File: src/rtl/dma_axi_burst_master.sv
// AXI4 burst master for the DMA engine. Independent read and write engines
// run concurrently; each accepts one command at a time, issues one INCR burst
// of rd_len/wr_len+1 beats and reports status back to the DMA controller.
// Commands whose burst would cross a 4 KB page are rejected without bus
// activity and answered with a one-cycle error indication.
//
// Ports:
//   ACLK, ARESETn                 clock, async active-low reset
//   AR*/R* _M                     AXI read address / read data channels
//   AW*/W*/B* _M                  AXI write address / data / response channels
//   rd_req/rd_addr/rd_len/rd_ready read command handshake (len = beats-1)
//   rd_data/rd_valid/rd_last/rd_err read beat stream (pass-through of R)
//   wr_req/wr_addr/wr_len/wr_ready write command handshake
//   wr_data/wr_strb/wr_dvalid/wr_dpop write data source, FIFO-style pop
//   wr_done/wr_err                write completion pulse and status
//
// Read FSM
//   state  | meaning
//   R_IDLE | rd_ready=1, waiting for a command
//   R_ADDR | ARVALID_M held until ARREADY_M
//   R_DATA | RREADY_M=1, beats forwarded until RLAST_M
//   R_REJ  | one-cycle rd_valid/rd_last/rd_err for a 4 KB crossing
//
// Write FSM
//   state  | meaning
//   W_IDLE | wr_ready=1, waiting for a command
//   W_ADDR | AWVALID_M held until AWREADY_M
//   W_DATA | wr_data streamed to W, popped on each handshake
//   W_RESP | BREADY_M=1, wr_done/wr_err on BVALID_M
//   W_REJ  | one-cycle wr_done/wr_err for a 4 KB crossing
module dma_axi_burst_master #(
  parameter int ADDR_W = 32,
  parameter int DATA_W = 32,
  parameter int ID_W   = 4,
  parameter int LEN_W  = 4,
  parameter int MST_ID = 0
) (
  input  logic                ACLK,
  input  logic                ARESETn,
  output logic                ARVALID_M,
  input  logic                ARREADY_M,
  output logic [ADDR_W-1:0]   ARADDR_M,
  output logic [ID_W-1:0]     ARID_M,
  output logic [7:0]          ARLEN_M,
  output logic [2:0]          ARSIZE_M,
  output logic [1:0]          ARBURST_M,
  input  logic [ID_W-1:0]     RID_M,
  input  logic [DATA_W-1:0]   RDATA_M,
  input  logic [1:0]          RRESP_M,
  input  logic                RLAST_M,
  input  logic                RVALID_M,
  output logic                RREADY_M,
  output logic                AWVALID_M,
  input  logic                AWREADY_M,
  output logic [ADDR_W-1:0]   AWADDR_M,
  output logic [ID_W-1:0]     AWID_M,
  output logic [7:0]          AWLEN_M,
  output logic [2:0]          AWSIZE_M,
  output logic [1:0]          AWBURST_M,
  output logic                WVALID_M,
  output logic [DATA_W-1:0]   WDATA_M,
  output logic [DATA_W/8-1:0] WSTRB_M,
  output logic                WLAST_M,
  input  logic                WREADY_M,
  input  logic [ID_W-1:0]     BID_M,
  input  logic [1:0]          BRESP_M,
  input  logic                BVALID_M,
  output logic                BREADY_M,
  input  logic                rd_req,
  input  logic [ADDR_W-1:0]   rd_addr,
  input  logic [LEN_W-1:0]    rd_len,
  output logic                rd_ready,
  output logic [DATA_W-1:0]   rd_data,
  output logic                rd_valid,
  output logic                rd_last,
  output logic                rd_err,
  input  logic                wr_req,
  input  logic [ADDR_W-1:0]   wr_addr,
  input  logic [LEN_W-1:0]    wr_len,
  output logic                wr_ready,
  input  logic [DATA_W-1:0]   wr_data,
  input  logic [DATA_W/8-1:0] wr_strb,
  input  logic                wr_dvalid,
  output logic                wr_dpop,
  output logic                wr_done,
  output logic                wr_err
);

  localparam int BYTES = DATA_W / 8;
  localparam logic [ID_W-1:0]   ID_C     = ID_W'(MST_ID);
  localparam logic [ADDR_W-1:0] LSB_MASK = ADDR_W'(BYTES - 1);

  assign ARID_M    = ID_C;
  assign AWID_M    = ID_C;
  assign ARSIZE_M  = 3'($clog2(BYTES));
  assign AWSIZE_M  = 3'($clog2(BYTES));
  assign ARBURST_M = 2'b01;
  assign AWBURST_M = 2'b01;

  // True when the burst would run past the end of its 4 KB page.
  function automatic logic crosses_4k(input logic [ADDR_W-1:0] a, input logic [LEN_W-1:0] l);
    logic [31:0] off;
    logic [31:0] span;
    off  = 32'(a[11:0]) & ~32'(BYTES - 1);
    span = (32'(l) + 32'd1) * 32'(BYTES);
    return (off + span) > 32'd4096;
  endfunction

  // ---------------------------------------------------------------- read
  typedef enum logic [1:0] {R_IDLE, R_ADDR, R_DATA, R_REJ} r_state_t;
  r_state_t r_state, r_state_nx;

  logic [ADDR_W-1:0] r_addr;
  logic [LEN_W-1:0]  r_len;
  logic [LEN_W:0]    r_cnt;   // one bit wider so an over-long burst still mismatches
  logic              r_sticky;

  always_ff @(posedge ACLK or negedge ARESETn) begin
    if (!ARESETn) r_state <= R_IDLE;
    else          r_state <= r_state_nx;
  end

  always_comb begin
    r_state_nx = r_state;
    rd_ready   = 1'b0;
    ARVALID_M  = 1'b0;
    ARADDR_M   = '0;
    ARLEN_M    = '0;
    RREADY_M   = 1'b0;
    rd_valid   = 1'b0;
    rd_data    = '0;
    rd_last    = 1'b0;
    rd_err     = 1'b0;
    case (r_state)
      R_IDLE: begin
        rd_ready = ARESETn;
        if (rd_req && ARESETn) r_state_nx = crosses_4k(rd_addr, rd_len) ? R_REJ : R_ADDR;
      end
      R_ADDR: begin
        ARVALID_M = 1'b1;
        ARADDR_M  = r_addr;
        ARLEN_M   = 8'(r_len);
        if (ARREADY_M) r_state_nx = R_DATA;
      end
      R_DATA: begin
        RREADY_M = 1'b1;
        rd_valid = RVALID_M;
        rd_data  = RDATA_M;
        if (RVALID_M && RLAST_M) begin
          rd_last    = 1'b1;
          rd_err     = r_sticky || (RRESP_M != 2'b00) || (RID_M != ID_C) ||
                       (r_cnt != {1'b0, r_len});
          r_state_nx = R_IDLE;
        end
      end
      R_REJ: begin
        rd_valid   = 1'b1;
        rd_last    = 1'b1;
        rd_err     = 1'b1;
        r_state_nx = R_IDLE;
      end
      default: r_state_nx = R_IDLE;
    endcase
  end

  always_ff @(posedge ACLK or negedge ARESETn) begin
    if (!ARESETn) begin
      r_addr   <= '0;
      r_len    <= '0;
      r_cnt    <= '0;
      r_sticky <= 1'b0;
    end else if (r_state == R_IDLE && rd_req) begin
      r_addr   <= rd_addr & ~LSB_MASK;
      r_len    <= rd_len;
      r_cnt    <= '0;
      r_sticky <= 1'b0;
    end else if (r_state == R_DATA && RVALID_M) begin
      r_cnt <= r_cnt + 1'b1;
      if (RRESP_M != 2'b00 || RID_M != ID_C) r_sticky <= 1'b1;
    end
  end

  // --------------------------------------------------------------- write
  typedef enum logic [2:0] {W_IDLE, W_ADDR, W_DATA, W_RESP, W_REJ} w_state_t;
  w_state_t w_state, w_state_nx;

  logic [ADDR_W-1:0] w_addr;
  logic [LEN_W-1:0]  w_len;
  logic [LEN_W-1:0]  w_cnt;

  always_ff @(posedge ACLK or negedge ARESETn) begin
    if (!ARESETn) w_state <= W_IDLE;
    else          w_state <= w_state_nx;
  end

  always_comb begin
    w_state_nx = w_state;
    wr_ready   = 1'b0;
    AWVALID_M  = 1'b0;
    AWADDR_M   = '0;
    AWLEN_M    = '0;
    WVALID_M   = 1'b0;
    WDATA_M    = '0;
    WSTRB_M    = '0;
    WLAST_M    = 1'b0;
    wr_dpop    = 1'b0;
    BREADY_M   = 1'b0;
    wr_done    = 1'b0;
    wr_err     = 1'b0;
    case (w_state)
      W_IDLE: begin
        wr_ready = ARESETn;
        if (wr_req && ARESETn) w_state_nx = crosses_4k(wr_addr, wr_len) ? W_REJ : W_ADDR;
      end
      W_ADDR: begin
        AWVALID_M = 1'b1;
        AWADDR_M  = w_addr;
        AWLEN_M   = 8'(w_len);
        if (AWREADY_M) w_state_nx = W_DATA;
      end
      W_DATA: begin
        WVALID_M = wr_dvalid;
        WDATA_M  = wr_data;
        WSTRB_M  = wr_strb;
        WLAST_M  = (w_cnt == w_len);
        wr_dpop  = wr_dvalid && WREADY_M;
        if (wr_dvalid && WREADY_M && (w_cnt == w_len)) w_state_nx = W_RESP;
      end
      W_RESP: begin
        BREADY_M = 1'b1;
        if (BVALID_M) begin
          wr_done    = 1'b1;
          wr_err     = (BRESP_M != 2'b00) || (BID_M != ID_C);
          w_state_nx = W_IDLE;
        end
      end
      W_REJ: begin
        wr_done    = 1'b1;
        wr_err     = 1'b1;
        w_state_nx = W_IDLE;
      end
      default: w_state_nx = W_IDLE;
    endcase
  end

  always_ff @(posedge ACLK or negedge ARESETn) begin
    if (!ARESETn) begin
      w_addr <= '0;
      w_len  <= '0;
      w_cnt  <= '0;
    end else if (w_state == W_IDLE && wr_req) begin
      w_addr <= wr_addr & ~LSB_MASK;
      w_len  <= wr_len;
      w_cnt  <= '0;
    end else if (w_state == W_DATA && wr_dvalid && WREADY_M) begin
      w_cnt <= w_cnt + 1'b1;
    end
  end

endmodule

File: config.mk
export PLATFORM = sky130hd
export DESIGN_NAME = dma_axi_burst_master
export DESIGN_NICKNAME = d
export VERILOG_FILES = /design/src/rtl/dma_axi_burst_master.sv
export SDC_FILE = /design/constraint.sdc
export NUM_CORES = 1
export LEC_CHECK = 0
export ABC_AREA = 1
export BUFFER_PORTS_ARGS = -buffer_cell sky130_fd_sc_hd__buf_4
export CAP_MARGIN = 0
export CELL_PAD_IN_SITES_DETAIL_PLACEMENT = 1
export CELL_PAD_IN_SITES_GLOBAL_PLACEMENT = 1
export CORE_MARGIN = 4
export CORE_UTILIZATION = 28
export CTS_CLUSTER_SIZE = 14
export DETAILED_ROUTE_END_ITERATION = 6
export PLACE_DENSITY_LB_ADDON = 0.1
export REMOVE_ABC_BUFFERS = 1
export SLEW_MARGIN = 10
export SYNTH_ARGS = -nofsm -noshare
export SYNTH_HDL_FRONTEND = slang
export SYNTH_SLANG_ARGS = --single-unit
File: constraint.sdc
create_clock -name ACLK -period 1.6 [get_ports ACLK]
set_input_delay 0.08 -clock ACLK [delete_from_list [all_inputs] [get_ports ACLK]]
set_output_delay 0.08 -clock ACLK [all_outputs]
set_load 0.02 [all_outputs]
==> impl_results.html <==
<table>
<tr><th>Metric</th><th>Value</th></tr>
<tr><th colspan="2">Outcome</th></tr>
<tr><td>Outcome</td><td>finished with violations</td></tr>
<tr><td>Violations in the final reports</td><td>negative setup slack</td></tr>
<tr><th colspan="2">Finish</th></tr>
<tr><td>Layout net count</td><td>1,373</td></tr>
<tr><td>Area added between synthesis and finish</td><td>97.15%</td></tr>
<tr><td>Number of antenna repair diodes</td><td>0</td></tr>
<tr><td>Total non-filler cell area in the finished layout</td><td>10,560 um^2</td></tr>
<tr><td>Final Core Density</td><td>56.28%</td></tr>
<tr><td>Area taken by flip-flops and latches</td><td>2083 um^2</td></tr>
<tr><td>Area taken by multi-input logic gates</td><td>3188 um^2</td></tr>
<tr><td>Fillers</td><td>2,261</td></tr>
<tr><td>Ratio of cells with drive above 1 in the final layout</td><td>44.74%</td></tr>
<tr><th colspan="2">Clocking</th></tr>
<tr><td>CTS tree</td><td>built</td></tr>
<tr><td>Root Driver</td><td>sky130_fd_sc_hd__clkbuf_16</td></tr>
<tr><td>Worst-case clock buffer depth</td><td>2</td></tr>
<tr><td>CTS buffer count</td><td>9</td></tr>
<tr><td>H-tree level count</td><td>3</td></tr>
<tr><td>Clock network latency to the later pin of the worst-skew pair</td><td>0.35 ns</td></tr>
<tr><td>Total clock sinks</td><td>83</td></tr>
<tr><td>Clock Pin Slew Worst Setup and Hold Paths</td><td>0.07 ns</td></tr>
<tr><th colspan="2">Setup path</th></tr>
<tr><td>Required time at the worst-slack endpoint</td><td>1.52 ns</td></tr>
<tr><td>R2R depth</td><td>10</td></tr>
<tr><td>Cell breakdown of the critical path</td><td>buf_12 -&gt; nor3_4 -&gt; buf_6 -&gt; buf_8 -&gt; inv_6 -&gt; nor2_4 -&gt; buf_6</td></tr>
<tr><td>CP Capture Type</td><td>primary output</td></tr>
<tr><td>Crit path launch type</td><td>flop</td></tr>
<tr><td>Critical path's slowest cell</td><td>sky130_fd_sc_hd__dfrtp_2</td></tr>
<tr><td>Crit-path max FO</td><td>4</td></tr>
<tr><td>Worst path most repeated cell</td><td>sky130_fd_sc_hd__buf_6</td></tr>
<tr><td>Max stage delay on crit path</td><td>0.45 ns</td></tr>
<tr><td>Worst endpoint data arrival time</td><td>1.69 ns</td></tr>
<tr><td>Type of the worst setup path</td><td>reg2out</td></tr>
<tr><th colspan="2">Timing</th></tr>
<tr><td>Setup repair after global routing missed its margin</td><td>yes</td></tr>
<tr><td>Skew final</td><td>0.007014 ns</td></tr>
<tr><td>Final Slew Violations</td><td>0</td></tr>
<tr><td>Hold Fails Final Rpt</td><td>0</td></tr>
<tr><td>Setup slack after layout</td><td>-0.1680 ns</td></tr>
<tr><td>Setup Viol. Count Final</td><td>139</td></tr>
<tr><td>Final critical-path required period</td><td>1.768 ns</td></tr>
<tr><td>Final-layout setup total negative slack</td><td>-8.990 ns</td></tr>
<tr><td>Maximum operating frequency</td><td>565.6 MHz</td></tr>
<tr><td>Final worst-path cycle share</td><td>110.5%</td></tr>
<tr><td>Min Hold Slack</td><td>0.01834 ns</td></tr>
<tr><th colspan="2">Logic synthesis</th></tr>
<tr><td>Post-Synth XOR/XNOR Area</td><td>1.635%</td></tr>
<tr><td>Fraction of registers with async set or reset after synthesis</td><td>100.0%</td></tr>
<tr><td>Post-synth top cells</td><td>174 x sky130_fd_sc_hd__inv_1, 164 x sky130_fd_sc_hd__nor2_1, 130 x sky130_fd_sc_hd__nand2_1</td></tr>
<tr><td>Number of warning messages in the yosys log</td><td>0</td></tr>
<tr><td>Fraction of the mapped netlist area in simple logic gates</td><td>26.23%</td></tr>
<tr><td>Per-instance average area after synthesis</td><td>6.773 um^2</td></tr>
<tr><td>Gate count of the mapped netlist</td><td>791</td></tr>
<tr><td>Fraction of the mapped netlist area in compound gates</td><td>9.388%</td></tr>
<tr><td>Register area share after synthesis</td><td>38.77%</td></tr>
<tr><td>Multiplexer area fraction after synthesis</td><td>0%</td></tr>
<tr><td>Top cells by area in the synthesized netlist</td><td>sky130_fd_sc_hd__dfrtp_1 39%, sky130_fd_sc_hd__inv_1 12%, sky130_fd_sc_hd__nor2_1 11%, sky130_fd_sc_hd__nand2_1 9.1%, sky130_fd_sc_hd__o21ai_0 6.4%</td></tr>
<tr><td>Main combinational cell family by area after synthesis</td><td>simple AND/OR/NAND/NOR gates</td></tr>
<tr><td>Area share of the largest cell type after synthesis</td><td>38.77%</td></tr>
<tr><td>Adder-cell share of the synthesized area</td><td>4.250%</td></tr>
<tr><td>Count of state elements after synthesis</td><td>83</td></tr>
<tr><td>Most repeated cell in the gate-level netlist after synthesis</td><td>sky130_fd_sc_hd__inv_1</td></tr>
<tr><td>Cell area after technology mapping</td><td>5358 um^2</td></tr>
<tr><td>Number of distinct library cells after synthesis</td><td>39</td></tr>
<tr><td>Dominant synthesized flop cell</td><td>sky130_fd_sc_hd__dfrtp_1</td></tr>
<tr><td>Most area-hungry cell type in the Yosys netlist</td><td>sky130_fd_sc_hd__dfrtp_1</td></tr>
<tr><td>Number of enable flip-flop cells after synthesis</td><td>0</td></tr>
<tr><th colspan="2">Global route</th></tr>
<tr><td>Number of antenna violations at the first check in global routing</td><td>0</td></tr>
<tr><td>Vias in the first global route</td><td>6,774</td></tr>
<tr><td>Global-route met1 utilization</td><td>24.03%</td></tr>
<tr><td>Largest net degree at the start of global routing</td><td>68</td></tr>
<tr><td>Most heavily used metal layer in global routing</td><td>met2</td></tr>
<tr><td>Met3 capacity usage during global routing</td><td>5.773%</td></tr>
<tr><td>Aggregate global routing overflow</td><td>0</td></tr>
<tr><td>Global-route wire length before repair</td><td>36,800 um</td></tr>
<tr><td>GR met2 Demand/Resource</td><td>41.14%</td></tr>
<tr><td>GRT Total Usage</td><td>21.50%</td></tr>
<tr><th colspan="2">Power and ir drop</th></tr>
<tr><td>Pwr/cell area</td><td>1495 nW/um^2</td></tr>
<tr><td>Tot Pwr</td><td>0.01579 W</td></tr>
<tr><td>Worst supply voltage drop on vdd</td><td>723.1 uV</td></tr>
<tr><td>Leakage Power</td><td>5.377 nW</td></tr>
<tr><th colspan="2">Route</th></tr>
<tr><td>Count of unresolved DRC violations after routing</td><td>0</td></tr>
<tr><td>Routed Antenna Nets</td><td>0</td></tr>
<tr><td>Initial DRC Count</td><td>183</td></tr>
<tr><td>Via-to-Cell Ratio</td><td>4.428</td></tr>
<tr><td>Via count of the routed design</td><td>6,341</td></tr>
<tr><td>Routed wire per std cell</td><td>16.92 um</td></tr>
<tr><td>1st-pass router iterations</td><td>4</td></tr>
<tr><td>Detailed-route wire length</td><td>24,230 um</td></tr>
<tr><th colspan="2">Floorplanning</th></tr>
<tr><td>Standard-cell rows</td><td>50</td></tr>
<tr><td>Placeable core region</td><td>18,770 um^2</td></tr>
<tr><td>Height of the die</td><td>146.3 um</td></tr>
<tr><td>Overall die area</td><td>21,410 um^2</td></tr>
<tr><td>Chip Width</td><td>146.3 um</td></tr>
<tr><td>Boundary pin count</td><td>343</td></tr>
<tr><td>Effective utilization at floorplan</td><td>28.55%</td></tr>
<tr><th colspan="2">Place</th></tr>
<tr><td>PortBufs</td><td>308</td></tr>
<tr><td>Gpl congestion</td><td>0.7762</td></tr>
<tr><td>Placed wire-length estimate</td><td>16,220 um</td></tr>
<tr><td>Post-detailed-placement cell area</td><td>7931 um^2</td></tr>
<tr><th colspan="2">Min path</th></tr>
<tr><td>Number of instances on the worst hold path</td><td>3</td></tr>
<tr><td>Hold WC Path Type</td><td>in2reg</td></tr>
<tr><th colspan="2">Flow run</th></tr>
<tr><td>Max Cap Viol</td><td>0</td></tr>
</table>
## power breakdown
| part | leakage, nW | switching, W | internal, W |
|---|---|---|---|
| clock | 0.138 | 0.000942 | 0.00108 |
| sequential | 1.03 | 0.000476 | 0.00304 |
| combinational | 4.21 | 0.00600 | 0.00425 |
| total | 5.38 | 0.00742 | 0.00837 |
## routing by layer
metal  vias up  wire (um)  part of all wire, %
li1       3083          -                    -
met1      3025       9162                   38
met2       208      13180                   54
met3        25       1515                  6.3
met4         0        370                  1.5
met5         -          0                    0
## cells in the final DEF (no fill, tap or decap), types with 5 or more instances in the layout
cell type and n:
sky130_fd_sc_hd__nand2_1 127, sky130_fd_sc_hd__inv_1 171, sky130_fd_sc_hd__inv_2 7, sky130_fd_sc_hd__nor2_1 54, sky130_fd_sc_hd__buf_4 235, sky130_fd_sc_hd__o21ai_0 65, sky130_fd_sc_hd__buf_12 10, sky130_fd_sc_hd__dlygate4sd3_1 54
sky130_fd_sc_hd__dfrtp_2 5, sky130_fd_sc_hd__conb_1 30, sky130_fd_sc_hd__nor2_4 99, sky130_fd_sc_hd__xor2_1 6, sky130_fd_sc_hd__clkbuf_16 9, sky130_fd_sc_hd__nand2_2 5, sky130_fd_sc_hd__dfrtp_1 78, sky130_fd_sc_hd__a21oi_1 10
sky130_fd_sc_hd__ha_1 13, sky130_fd_sc_hd__o21ai_1 11, sky130_fd_sc_hd__nor2_2 15, sky130_fd_sc_hd__buf_16 7, sky130_fd_sc_hd__buf_6 109, sky130_fd_sc_hd__nor3_1 6, sky130_fd_sc_hd__nand3_1 17
## metrics by stage
step	setup WS [ns]	std cells
finish	-0.1680	1432
global route	-0.2213	1432
CTS	-0.1297	1423
detailed placement	-0.2145	1327
global placement	-0.1811	1327
floorplan	-0.09498	762
## state kept, by name, summed over array words and instances, names as in the netlist
signal / count
r_len: 4
r_sticky: 1
r_state: 2
w_state: 3
r_addr: 30
w_cnt: 4
w_addr: 30
w_len: 4
r_cnt: 5
## cells by family (layout without fill, tap and decap cells)
group                    after synthesis  in the layout
buffers and inverters                240            619
other                                  2             30
AND/OR/NAND/NOR                      342            342
XOR/XNOR                              10             10
AO/OA/AOI/OAI                         97             97
flip-flops                            83             83
adder cells (fa/ha/maj)               17             17
## area by class of cell
class | instances | area share (%)
timing repair buffer | 416 | 37.30
multi-input combinational | 496 | 30.18
sequential | 83 | 19.72
inverter | 183 | 6.835
tap | 234 | 2.772
clock buffer | 9 | 2.132
clock inverter | 7 | 0.5567
timing repair inverter | 4 | 0.4975
## worst max-delay path, delay by kind of cell (launching register included)
family	cells	cell delay, ns
flip-flops	1	0.45
AND/OR/NAND/NOR	2	0.28
buffers and inverters	5	0.61
## timing repair
action / CTS / global route
cloned: 10 / 1
gates resized for setup: 270 / 106
pin swaps: 4 / 6
setup endpoints to repair: 141 / 153
endpoints found under the hold margin: 136 / 0
hold buffers: 54 / 0
buffers inserted: 16 / 8
## worst paths after layout
check                                       start                      to  slack (ns)
max                        w_state[2]$_DFFE_PN0P_              WDATA_M[3]       -0.17
max in group asynchronous                 ARESETn  w_state[2]$_DFFE_PN0P_        0.79
min in group asynchronous                 ARESETn    r_cnt[3]$_DFFE_PN0P_        0.17
max reg2reg                w_state[2]$_DFFE_PN0P_    w_cnt[2]$_DFFE_PN0P_       -0.01
min                                     wr_len[1]    w_len[1]$_DFFE_PN0P_        0.02
min reg2reg                r_addr[11]$_DFFE_PN0P_  r_addr[11]$_DFFE_PN0P_        0.49
Power figures use the tool's default switching activity.
